--- src/rtl/present_msg_packer.sv ---
// Byte-stream to 128-bit message packer feeding the PRESENT cipher.
// Pads short messages and chains the IV from returned ciphertext.
module present_msg_packer #(
  parameter logic [7:0] PAD_BYTE = 8'h00
) (
  input  logic         clk,
  input  logic         rst,
  input  logic [7:0]   in_byte,
  input  logic         in_valid,
  input  logic         in_last,
  output logic         in_ready,
  input  logic [19:0]  key_in,
  input  logic [15:0]  iv_in,
  input  logic         iv_load,
  input  logic [127:0] ciphertext_in,
  output logic [127:0] plaintext,
  output logic [19:0]  key,
  output logic [15:0]  init_vec,
  output logic         msg_valid,
  input  logic         msg_ready,
  output logic [4:0]   pad_count
);

  typedef enum logic [1:0] {
    FILL,
    PAD,
    HOLD
  } state_t;

  state_t         state;
  state_t         state_nx;
  logic [3:0]     pos;
  logic [3:0]     pos_nx;
  logic [127:0]   pt_nx;
  logic [19:0]    key_nx;
  logic [15:0]    iv_nx;
  logic [4:0]     pad_nx;
  logic           valid_nx;
  logic [6:0]     slot;

  // slot pos lives at [127-8*pos -: 8], i.e. base 8*(15-pos)
  assign slot     = {~pos, 3'b000};
  assign in_ready = (state == FILL) && !rst;

  always_ff @(posedge clk or posedge rst) begin
    if (rst) begin
      state     <= FILL;
      pos       <= '0;
      plaintext <= '0;
      key       <= '0;
      init_vec  <= '0;
      pad_count <= '0;
      msg_valid <= 1'b0;
    end else begin
      state     <= state_nx;
      pos       <= pos_nx;
      plaintext <= pt_nx;
      key       <= key_nx;
      init_vec  <= iv_nx;
      pad_count <= pad_nx;
      msg_valid <= valid_nx;
    end
  end

  always_comb begin
    state_nx = state;
    pos_nx   = pos;
    pt_nx    = plaintext;
    key_nx   = key;
    iv_nx    = init_vec;
    pad_nx   = pad_count;
    valid_nx = msg_valid;
    unique case (state)
      FILL: begin
        if (in_valid) begin
          pt_nx[slot +: 8] = in_byte;
          if (pos == 4'd0) key_nx = key_in;
          if (pos == 4'd15) begin
            state_nx = HOLD;
            valid_nx = 1'b1;
            pad_nx   = '0;
          end else if (in_last) begin
            state_nx = PAD;
            pos_nx   = pos + 4'd1;
            pad_nx   = '0;
          end else begin
            pos_nx   = pos + 4'd1;
          end
        end
      end
      PAD: begin
        pt_nx[slot +: 8] = PAD_BYTE;
        pad_nx = pad_count + 5'd1;
        if (pos == 4'd15) begin
          state_nx = HOLD;
          valid_nx = 1'b1;
        end else begin
          pos_nx = pos + 4'd1;
        end
      end
      HOLD: begin
        if (msg_ready) begin
          state_nx = FILL;
          pos_nx   = '0;
          valid_nx = 1'b0;
          pad_nx   = '0;
          iv_nx    = ciphertext_in[15:0];
        end
      end
      default: begin
        state_nx = FILL;
        pos_nx   = '0;
        valid_nx = 1'b0;
      end
    endcase
    // software IV load overrides chaining
    if (iv_load) iv_nx = iv_in;
  end

endmodule
--- config.mk ---
export PLATFORM = sky130hd
export DESIGN_NAME = present_msg_packer
export DESIGN_NICKNAME = d
export VERILOG_FILES = /design/src/rtl/present_msg_packer.sv
export SDC_FILE = /design/constraint.sdc
export NUM_CORES = 1
export LEC_CHECK = 0
export CELL_PAD_IN_SITES_DETAIL_PLACEMENT = 1
export CELL_PAD_IN_SITES_GLOBAL_PLACEMENT = 1
export CORE_ASPECT_RATIO = 0.8
export CORE_MARGIN = 4
export CORE_UTILIZATION = 32
export DETAILED_ROUTE_END_ITERATION = 8
export PLACE_DENSITY_LB_ADDON = 0.1
export SLEW_MARGIN = 40
export SYNTH_ARGS = -nofsm -noshare
export SYNTH_HDL_FRONTEND = slang
export SYNTH_SLANG_ARGS = --single-unit
--- constraint.sdc ---
create_clock -name clk -period 6.84 [get_ports clk]
set_clock_uncertainty 0.15 [all_clocks]
set_input_delay 1.368 -clock clk [delete_from_list [all_inputs] [get_ports clk]]
set_output_delay 1.368 -clock clk [all_outputs]
set_load 0.01 [all_outputs]
After elaboration in Yosys (flattened, before gate mapping):

Cells that the tools add are included.

* bits in registers: 176
* bits in latches: 0
* memory bits (writable): 0
* memory bits (read-only): 0
* input port bits: 178
* memories kept: 0

* add/sub/neg operators: 3
* $mul: 0
* divide/modulo/power cells: 0
* magnitude comparators: 0
* eq/ne operators: 7
* shifts and indexed selects: 3
* multiplexer cells: 26
* bitwise operators: 1
* reduce and logical (&&, ||, !) cells: 14

Operators with widths (count)
* bitwise mux 128 bit: 2
* case mux 128 bit (2 select lines): 1
* two-way mux 128 bit: 1
* variable shift 8 x 9 -> 128 bit, first input constant: 1
* indexed part select 8 x 9 -> 128 bit: 1
* indexed part select 8 x 9 -> 128 bit, first input constant: 1
* two-way mux 16 bit: 3
* two-way mux 5 bit: 4
* case mux 5 bit (3 select lines): 1
* two-way mux 4 bit: 3
* case mux 4 bit (3 select lines): 1
* two-way mux 2 bit: 5
* negator 7 -> 9 bit: 1
* AND reduction 4 bit: 2
* != test 2 bit, second input constant: 3
* case mux 2 bit (3 select lines): 1
* AND reduction 2 bit: 3
* nonzero test 2 bit: 3
* adder 5 x 1 -> 5 bit, second input constant: 1
* adder 4 x 1 -> 4 bit, second input constant: 1
* == test 4 bit, second input constant: 1
* zero test 4 bit: 1
* NOT 4 bit: 1
* two-way mux 1 bit: 3
* 9 further kinds: 9

Logic depth before layout (Yosys ltp):

Gate-level depths: netlist of the first run.

* word-level depth: 6
* mapped depth: 7

Worst setup path before layout of the first run:

Ideal clock, no wire load.

* path type: input -> output
* start: input port rst
* end: output port in_ready
* arrival: 1.627 ns
* path slack: 3.695 ns
* cell stages on the path: 1
* path buffers: 0
* cells stage by stage: nor3_1

* longest elaborated chain between the ends: 2

RTL lines
* start: declaration: RTL line 7 `input logic rst,`
* zero test 1 bit (no source line)
* logical AND 1 bit: RTL line 43 `assign in_ready = (state == FILL) && !rst;`
* end: declaration: RTL line 11 `output logic in_ready,`

No other way between the ends.

Worst setup path after layout of the first run:

Ends and elaborated chain as after synthesis.

==> metrics.md, run 1 <==
| Metric | Value |
|---|---|
| GRT Util Overall | between 10% and 20% |
| Nets | 971 |
| Synth top cells by count | dfrtp_1, mux2_2, nand2_1, and2_1, mux2i_1 |
| Final Total Pwr | approximately 4500 uW |
| Final setup TNS | 0 ps |
| First DRT Iteration DRCs | 204 |
| Core area | between 20000 and 25000 um2 |
| Detail Placement HPWL | around 16000 um |
| Hold Path Class | reg2reg |
| Fillers | roughly 2400 |
| Area contributors post-synth | dfrtp_1, mux2_2, mux2i_1, and2_1, nand2_1 |
| Synth cell types | 54 |
| Placed cell count | between 1000 and 1500 |
| # rows | 50 |
| FF+latch count, synth | 176 |
| Initial antenna violation count | 1 |
| Mean post-synth cell area | 13.9 um2 |
| Clock Tree Buf Depth | 2 |
| Most used flip-flop cell after synthesis | dfrtp_1 |
| Non-Filler Instances | 1115 |
| Status | completed |
| Multi-input logic area | 3030 um2 |
| Post-CTS Setup Bufs | 0 |
| Drt pass-1 iters | 4 |
| Final Setup Violations | 0 |
| Sequential cell area fraction in the yosys report | about three fifths |
| Initial Utilization | 32.5% |
| Die area | 26200 um2 |
| Total number of vias | roughly 5300 |
| PortBufs | 236 |
| Slew margin rel. | ~47% |
| Post-cts hold buffer count | 0 |
| Gr ovfl total | 0 |
| First-pass GRT wire length | 35600 um |
| Critical path startpoint category | input pin |
| Skew-Pair Late Insertion Delay | 420 ps |
| Final period utilization | 62.1% |
| Worst slew pin tran | 787 ps |
| Synth async-reset ratio | 100% |
| WL/cell | around 20 um |
| Final ANT Viol Nets | 0 |
| CTS Root Cell | clkbuf_16 |
| Util after Layout | between 40% and 50% |
| VDD IR max | between 0.15 and 0.2 mV |
| Net count after synthesis | 729 |
| Synth Warn # | 0 |
| Largest net degree at the start of global routing | 122 |
| Layout area overhead | 44.1% |
| Critical setup path kind | in2out |
| WL final | between 20000 and 25000 um |
| Worst Path Required | roughly 5300 ps |
| CTS tree | built |
| H-tree depth | 4 |
| Worst-case hold slack | between 300 and 400 ps |
| Total CTS buffers | 17 |
| Arr. time, crit path | 2730 ps |
| Fraction of layout cells with a size suffix above 1 | 25.2% |
| Fmax achieved | between 200 and 250 MHz |
| Post-synth top area share | between 50 and 60% |
| RSZ-0062 raised after global routing | no |
| Count leader, synth | dfrtp_1 |
| Count of pins over their slew limit | 0 |
| Die W | 180 um |
| Min Clock Period, post-route | 4250 ps |
| Die height | 146 um |
| Mapped Area | 7580 um2 |
| Crit-path max FO | 2 |
| FF+latch area | 4400 um2 |
| Top-Level Pins | around 350 |
| DR DRC count | 0 |
| Mapped Cells | approximately 550 |
| Final Hold Vio Count | 0 |
| EDFF count, synth | 0 |
| Synth area leader | dfrtp_1 |
| Reg clk slew, reported paths | 70 ps |
| Total clock sinks | 176 |
| Static leakage | a little under 0.005 uW |
| Via/cell ratio | 4.73 |
| Vias in the first global route | 6088 |
| CP Capture Type | output port |
| CTS-repair resized insts | 0 |
| Max_cap viols | 0 |
| Final RePlAce weighted congestion | about 0.73 |
| Cell Pwr Density | 408 nW/um2 |
-- sequential cells by signal (all words and copies together) (netlist names) --
signal	cells
pos	4
state	2
init_vec	16
key	20
plaintext	128
msg_valid	1
pad_count	5
-- critical path: stages --
cell             delay, ps
clkdlybuf4s50_1        530
nor3_1                 230
clkdlybuf4s50_1        610
-- kinds of logic after synthesis --
group	after synthesis	share of synthesized area [%]
flops	176	58.1
mux	167	24.8
simple gates	128	10.2
compound gates	35	2.99
buf+inv	32	2.06
xor+xnor	5	1.17
fa+ha+maj	4	0.661
-- power breakdown --
part	internal (uW)	total [uW]	switching, uW
registers	1360	1610	254
clock network	595	1030	439
logic	986	1810	820
total	2940	4450	1510
-- cell usage in the layout (no fill, tap or decap), types with 4 or more instances in the layout --
cell type        instances
and2_1                  32
nor2b_1                  4
mux2_4                   8
mux2_2                 134
nor2_1                   9
nand2_1                 39
nand3_1                  4
ha_1                     4
o21ai_0                 21
clkdlybuf4s50_1        235
clkbuf_16               17
nor2_2                   4
and2_0                   8
mux2i_1                 25
buf_4                    5
dfrtp_1                176
inv_1                   12
and3_1                   4
-- layout make-up --
cell class | instances | area share [%]
Tap cell | 312 | 3.57
Timing Repair Buffer | 242 | 22.1
Multi-Input combinational cell | 339 | 27.7
Antenna cell | 2 | 0.0458
Clock buffer | 19 | 4.06
Clock inverter | 12 | 1.60
Inverter | 13 | 0.561
Sequential cell | 176 | 40.3
-- path summary, 6_finish.rpt --
| path | cells past startpoint | slack [ps] | from | endpoint |
|---|---|---|---|---|
| setup / recovery | 3 | 2590 | rst | in_ready |
| hold / removal | 2 | 350 | msg_valid | msg_valid |
| setup reg to reg | 5 | 3970 | pos[0] | plaintext[81] |
| hold reg to reg | 2 | 350 | msg_valid | msg_valid |
| max in group asynchronous | 4 | 4180 | rst | plaintext[74] |
| min in group asynchronous | 2 | 1320 | rst | key[10] |
-- metal layers --
layer	routed length (um)	GRT usage, %	vias to the layer above
li1	-	-	2386
met2	10600	28.1	150
met3	1430	5.75	27
met4	323	4.46	2
met1	9950	22.1	2707
met5	13	0	-
-- through the flow --
| step | setup slack, ps | cell area (um2) |
|---|---|---|
| after CTS | 2570 | 10900 |
| final | 2590 | 10900 |
| after global placement | 2700 | 10200 |
| after global routing | 2490 | 10900 |
| after floorplan | 548 | 7580 |
| after detailed placement | 2640 | 10300 |
Note: power is estimated with default switching activity, not from simulation.
==> inputs of run 2 (changes only) <==
==> constraint.sdc (replaced) <==
create_clock -name clk -period 4.4 [get_ports clk]
set_clock_uncertainty 0.15 [all_clocks]
set_input_delay 0.88 -clock clk [delete_from_list [all_inputs] [get_ports clk]]
set_output_delay 0.88 -clock clk [all_outputs]
set_load 0.01 [all_outputs]
==> run 2 against run 1 <==
Sequential share of layout area about the same; via count down 0.57%; clock power up 48%; critical path type unchanged; largest power group unchanged.
==> metrics.md, run 2 (synthesis gave the netlist of run 1 again) <==
| Metric | Value |
|---|---|
| Post-CTS Setup Bufs | 0 (unchanged) |
| Via/cell ratio | 4.70 (was 4.73) |
| Final Total Pwr | 6820 uW (was 4450 uW) |
| Multi-input logic area | 3030 um2 (unchanged) |
| Pre-CTS worst setup slack | 1130 ps (was 2640 ps) |
| Final RePlAce weighted congestion | 0.753 (was 0.733) |
| Core area | 23300 um2 (unchanged) |
| Final Setup Violations | 0 (unchanged) |
| Hold Path Stages | 2 (unchanged) |
| Layout area overhead | 44.0% (was 44.1%) |
| Reg clk slew, reported paths | 70 ps (about the same) |
| Hold Path Class | reg2reg (unchanged) |
| Vias in the first global route | 6027 (was 6088) |
| FF+latch area | 4400 um2 (unchanged) |
| Antenna cell count | 0 (was 2) |
| Initial Utilization | 32.5% (unchanged) |
| Largest regs | plaintext x128, key x20, init_vec x16 (unchanged) |
| CTS-repair resized insts | 0 (unchanged) |
| Slew margin rel. | 48.1% (was 47.1%) |
| Most frequent cells in the layout | clkdlybuf4s50_1, dfrtp_1, mux2_2, nand2_1, and2_1 (unchanged) |
| Critical path startpoint category | input pin (unchanged) |
| Final Hold Vio Count | 0 (unchanged) |
| H-tree depth | 4 (unchanged) |
| Die height | 146 um (unchanged) |
| Final setup TNS | 0 ps (unchanged) |
| Fraction of layout cells with a size suffix above 1 | 25.4% (was 25.2%) |
| WL final | 22000 um (was 22300 um) |
| DR DRC count | 0 (unchanged) |
| PortBufs | 236 (unchanged) |
| WL/cell | 19.7 um (was 20.0 um) |
| Total clock sinks | 176 (unchanged) |
| Crit-path max FO | 2 (unchanged) |
| VDD IR max | 0.236 mV (was 0.195 mV) |
| Post-cts hold buffer count | 0 (unchanged) |
| Status | completed (unchanged) |
| CTS tree | built (unchanged) |
| Critical setup path kind | in2out (unchanged) |
| Largest net degree at the start of global routing | 62 (was 122) |
| Skew-Pair Late Insertion Delay | 410 ps (was 420 ps) |
| Final ANT Viol Nets | 0 (unchanged) |
| RSZ-0062 raised after global routing | no (unchanged) |
| First-pass GRT wire length | 35100 um (was 35600 um) |
| Static leakage | 0.00495 uW (was 0.00496 uW) |
| Top-Level Pins | 349 (unchanged) |
| Clock Tree Buf Depth | 2 (unchanged) |
| Worst Path Required | 3370 ps (was 5320 ps) |
| Gr ovfl total | 0 (unchanged) |
| Worst slew pin tran | 772 ps (was 787 ps) |
| Drt pass-1 iters | 4 (unchanged) |
| Nets | 973 (was 971) |
| Max_cap viols | 0 (unchanged) |
| Commonest non-fill, non-tap cell in the layout | clkdlybuf4s50_1 (unchanged) |
| Final WS setup | 1270 ps (was 2590 ps) |
| Fmax achieved | ~320 MHz |
| # rows | 50 (unchanged) |
| Placed cell count | 1084 (was 1081) |
| Initial antenna violation count | 2 (was 1) |
| Min Clock Period, post-route | 3130 ps |
| Die area | 26200 um2 (unchanged) |
| Cell Pwr Density | 625 nW/um2 (was 408 nW/um2) |
| Largest register FFs | 128 (unchanged) |
| Count of pins over their slew limit | 0 (unchanged) |
| Total CTS buffers | 17 (unchanged) |
| Detail Placement HPWL | 16500 um (was 16300 um) |
| Total number of vias | 5242 (was 5272) |
| Final period utilization | 71.1% |
| Die W | 180 um (unchanged) |
| GRT Util Overall | 16.8% (was 17.2%) |
| CP Capture Type | output port (unchanged) |
| Fillers | 2332 (was 2379) |
| Register with the most flip-flops | plaintext (unchanged) |
| First DRT Iteration DRCs | 219 (was 204) |
| CTS Root Cell | clkbuf_16 (unchanged) |
| Non-Filler Instances | 1115 (unchanged) |
| R2r worst-path depth | 5 (unchanged) |
| Arr. time, crit path | 2100 ps (was 2730 ps) |
-- run 2: changes by cell type in the layout (fill, tap and decap cells not counted), sizes merged --
| cell | change |
|---|---|
| clkinv | -2 |
| inv | +1 |
| buf | +2 |
| bufinv | -1 |
| diode | -2 |
| clkbuf | -1 |
| clkinvlp | +3 |
-- run 2: layout make-up --
cell class / instances / area share, %
Clock buffer: 18 / 3.93
Clock inverter: 13 / 1.39
Inverter: 13 / 0.481
Multi-Input combinational cell: 339 / 27.7
Sequential cell: 176 / 40.4
Tap cell: 312 / 3.58
Timing Repair Buffer: 244 / 22.5
-- run 2: final timing paths --
| check | start | endpoint | slack [ps] |
|---|---|---|---|
| max in group asynchronous | rst | plaintext[47] | 2570 |
| setup / recovery | rst | in_ready | 1270 |
| hold reg to reg | msg_valid | msg_valid | 340 |
| min in group asynchronous | rst | pad_count[3] | 670 |
| setup reg to reg | pos[0] | plaintext[85] | 1570 |
| hold / removal | msg_valid | msg_valid | 340 |
-- run 2: metal layers --
layer	part of all wire, %	global-route usage (%)
met5	0.068	0
met4	0.77	3.33
met3	7.3	5.85
met2	48	28.0
met1	44	21.6
-- run 2: report_power, final --
group          leakage, uW  switching (uW)  internal [uW]  total (uW)
Combinational      0.00233            1270           1540        2810
Clock             0.000276             671            848        1520
Sequential         0.00235             380           2110        2490
Total              0.00495            2320           4500        6820
-- run 2: through the flow --
stage | hold WS (ps) | instance area (um2) | util, %
after detailed placement | 336 | 10300 | 44.3
after global placement | 327 | 10300 | 44.1
after global routing | 364 | 10900 | 46.8
after CTS | 352 | 10900 | 46.8
after floorplan | 359 | 7580 | -
final | 342 | 10900 | 46.8
-- run 2: critical path, cell delays in order --
cell	delay [ps]
clkdlybuf4s50_1	460
nor3_1	160
clkdlybuf4s50_1	600
==> inputs of run 3 (changes only) <==
==> constraint.sdc (replaced) <==
create_clock -name clk -period 2.96 [get_ports clk]
set_clock_uncertainty 0.15 [all_clocks]
set_input_delay 0.592 -clock clk [delete_from_list [all_inputs] [get_ports clk]]
set_output_delay 0.592 -clock clk [all_outputs]
set_load 0.01 [all_outputs]
==> run 3 against run 2 <==
Routed wire length up 1.5%; register-to-register slack worse by 1400 ps; total power up 52%; largest power group unchanged; design area up 0.64%; critical endpoint is now plaintext[44]; hold slack worse by 3.6 ps; sequential share of layout area down 0.26 points; critical path depth up 2; sequential power up 49%; largest cell class unchanged; clock power up 62%; highest routed layer unchanged.
==> metrics.md, run 3 (synthesis gave the netlist of run 1 again) <==
| Metric | Value |
|---|---|
| Status | completed (unchanged) |
| Vias in the first global route | 6112 (was 6027) |
| PortBufs | 236 (unchanged) |
| Skew-Pair Late Insertion Delay | 420 ps (was 410 ps) |
| Total number of vias | 5355 (was 5242) |
| CTS-repair resized insts | 0 (unchanged) |
| Clock Tree Buf Depth | 2 (unchanged) |
| Final ANT Viol Nets | 0 (unchanged) |
| Switching power | 3480 uW (was 2320 uW) |
| Final period utilization | 93.1% |
| Register with the most flip-flops | plaintext (unchanged) |
| Largest regs | plaintext x128, key x20, init_vec x16 (unchanged) |
| Layout area overhead | 45.0% (was 44.0%) |
| Arr. time, crit path | 2920 ps (was 2100 ps) |
| Placed cell count | 1091 (was 1084) |
| Core area | 23300 um2 (unchanged) |
| Drt pass-1 iters | 4 (unchanged) |
| Non-Filler Instances | 1122 (was 1115) |
| Final setup TNS | 0 ps (unchanged) |
| WL final | 22300 um (was 22000 um) |
| Commonest non-fill, non-tap cell in the layout | clkdlybuf4s50_1 (unchanged) |
| Crit-path max FO | 9 (was 2) |
| Switch share | 33.6% (was 34.1%) |
| Count of pins over their slew limit | 0 (unchanged) |
| Final Setup Violations | 0 (unchanged) |
| Total CTS buffers | 17 (unchanged) |
| WL/cell | 19.9 um (was 19.7 um) |
| CP Capture Type | flop (was output port) |
| Reg clk slew, reported paths | 70 ps (about the same) |
| # rows | 50 (unchanged) |
| Comb power frac | 40.7% (was 41.2%) |
| Antenna cell count | 0 (unchanged) |
| Largest net degree at the start of global routing | 129 (was 62) |
| VDD IR max | 0.411 mV (was 0.236 mV) |
| Die height | 146 um (unchanged) |
| Hold Path Class | reg2reg (unchanged) |
| Cell Pwr Density | 945 nW/um2 (was 625 nW/um2) |
| CTS Root Cell | clkbuf_16 (unchanged) |
| Post-CTS Setup Bufs | 0 (unchanged) |
| H-tree depth | 4 (unchanged) |
| Total clock sinks | 176 (unchanged) |
| Detail Placement HPWL | 16300 um (was 16500 um) |
| Initial Utilization | 32.5% (unchanged) |
| Most frequent cells in the layout | clkdlybuf4s50_1, dfrtp_1, mux2_2, nand2_1, and2_1 (unchanged) |
| RSZ-0062 raised after global routing | no (unchanged) |
| Final Hold Vio Count | 0 (unchanged) |
| Post-cts hold buffer count | 0 (unchanged) |
| Fmax achieved | 363 MHz |
| Fillers | 2420 (was 2332) |
| Top-Level Pins | 349 (unchanged) |
| Slew margin rel. | 47.7% (was 48.1%) |
| Initial antenna violation count | 1 (was 2) |
| CTS tree | built (unchanged) |
| Max_cap viols | 0 (unchanged) |
| Die W | 180 um (unchanged) |
| Die area | 26200 um2 (unchanged) |
| Worst slew pin tran | 784 ps (was 772 ps) |
| Flop-to-flop setup slack | 210 ps (was 1570 ps) |
| Worst-case hold slack | 339 ps (was 342 ps) |
| Final WS setup | 205 ps (was 1270 ps) |
| Gr ovfl total | 0 (unchanged) |
| Static leakage | 0.00500 uW (was 0.00495 uW) |
| Largest register FFs | 128 (unchanged) |
| Via/cell ratio | 4.77 (was 4.70) |
| Internal cell power | 6890 uW (was 4500 uW) |
| Min Clock Period, post-route | 2750 ps |
| Clock Power Share | 23.7% (was 22.3%) |
| GRT Util Overall | 17.1% (was 16.8%) |
| First DRT Iteration DRCs | 224 (was 219) |
| Fraction of layout cells with a size suffix above 1 | 25.9% (was 25.4%) |
| Final RePlAce weighted congestion | 0.753 (about the same) |
| Critical path startpoint category | flop (was input pin) |
| Seq pwr share | 35.6% (was 36.6%) |
| DR DRC count | 0 (unchanged) |
| Nets | 980 (was 973) |
| Critical setup path kind | reg2reg (was in2out) |
| Pre-CTS worst setup slack | 134 ps (was 1130 ps) |
| First-pass GRT wire length | 35500 um (was 35100 um) |
| Worst Path Required | 3120 ps (was 3370 ps) |
[run 3: worst paths after layout]
| check | from | cells past startpoint | end |
|---|---|---|---|
| max in group asynchronous | rst | 3 | plaintext[2] |
| worst min-delay path | msg_valid | 2 | msg_valid |
| worst max register to register | pos[0] | 5 | plaintext[44] |
| worst min register to register | msg_valid | 2 | msg_valid |
| min in group asynchronous | rst | 3 | pad_count[4] |
| worst max-delay path | pos[0] | 5 | plaintext[44] |
[run 3: critical path, cell delays in order (launching register included)]
cell     delay (ps)
dfrtp_1         510
ha_1            390
or2_2           350
a21oi_2         320
and3_1          530
mux2_2          400
[run 3: stage by stage]
step,total power (uW),cell area (um2),util (%)
floorplan,5820,7580,-
global placement,7870,10400,44.4
detailed placement,8030,10400,44.4
CTS,10600,11000,47.1
global route,11000,11000,47.1
finish,10400,11000,47.1
[run 3: power groups by stage]
stage	clock network, uW	logic, uW	registers [uW]
finish	2460	4220	3700
global route	2630	4550	3820
CTS	2540	4300	3720
detailed placement	0	4280	3750
global placement	0	4160	3710
floorplan	0	1910	3910
[run 3: final cells by class]
cell class	count	area (um2)	area share, %
flip-flops and latches	176	4400	40.1
clock buffers	18	429	3.91
inverters	13	52.6	0.478
clock inverters	13	203	1.85
multi-input cells	339	3020	27.5
well taps	312	390	3.55
repair buffers	251	2480	22.6
[run 3: layer usage]
layer	vias to the layer above	part of all wire, %	global-route usage [%]
met3	8	7.6	6.92
met2	159	48	27.7
met4	2	0.45	3.25
li1	2410	-	-
met5	-	0.058	0
met1	2776	44	21.9
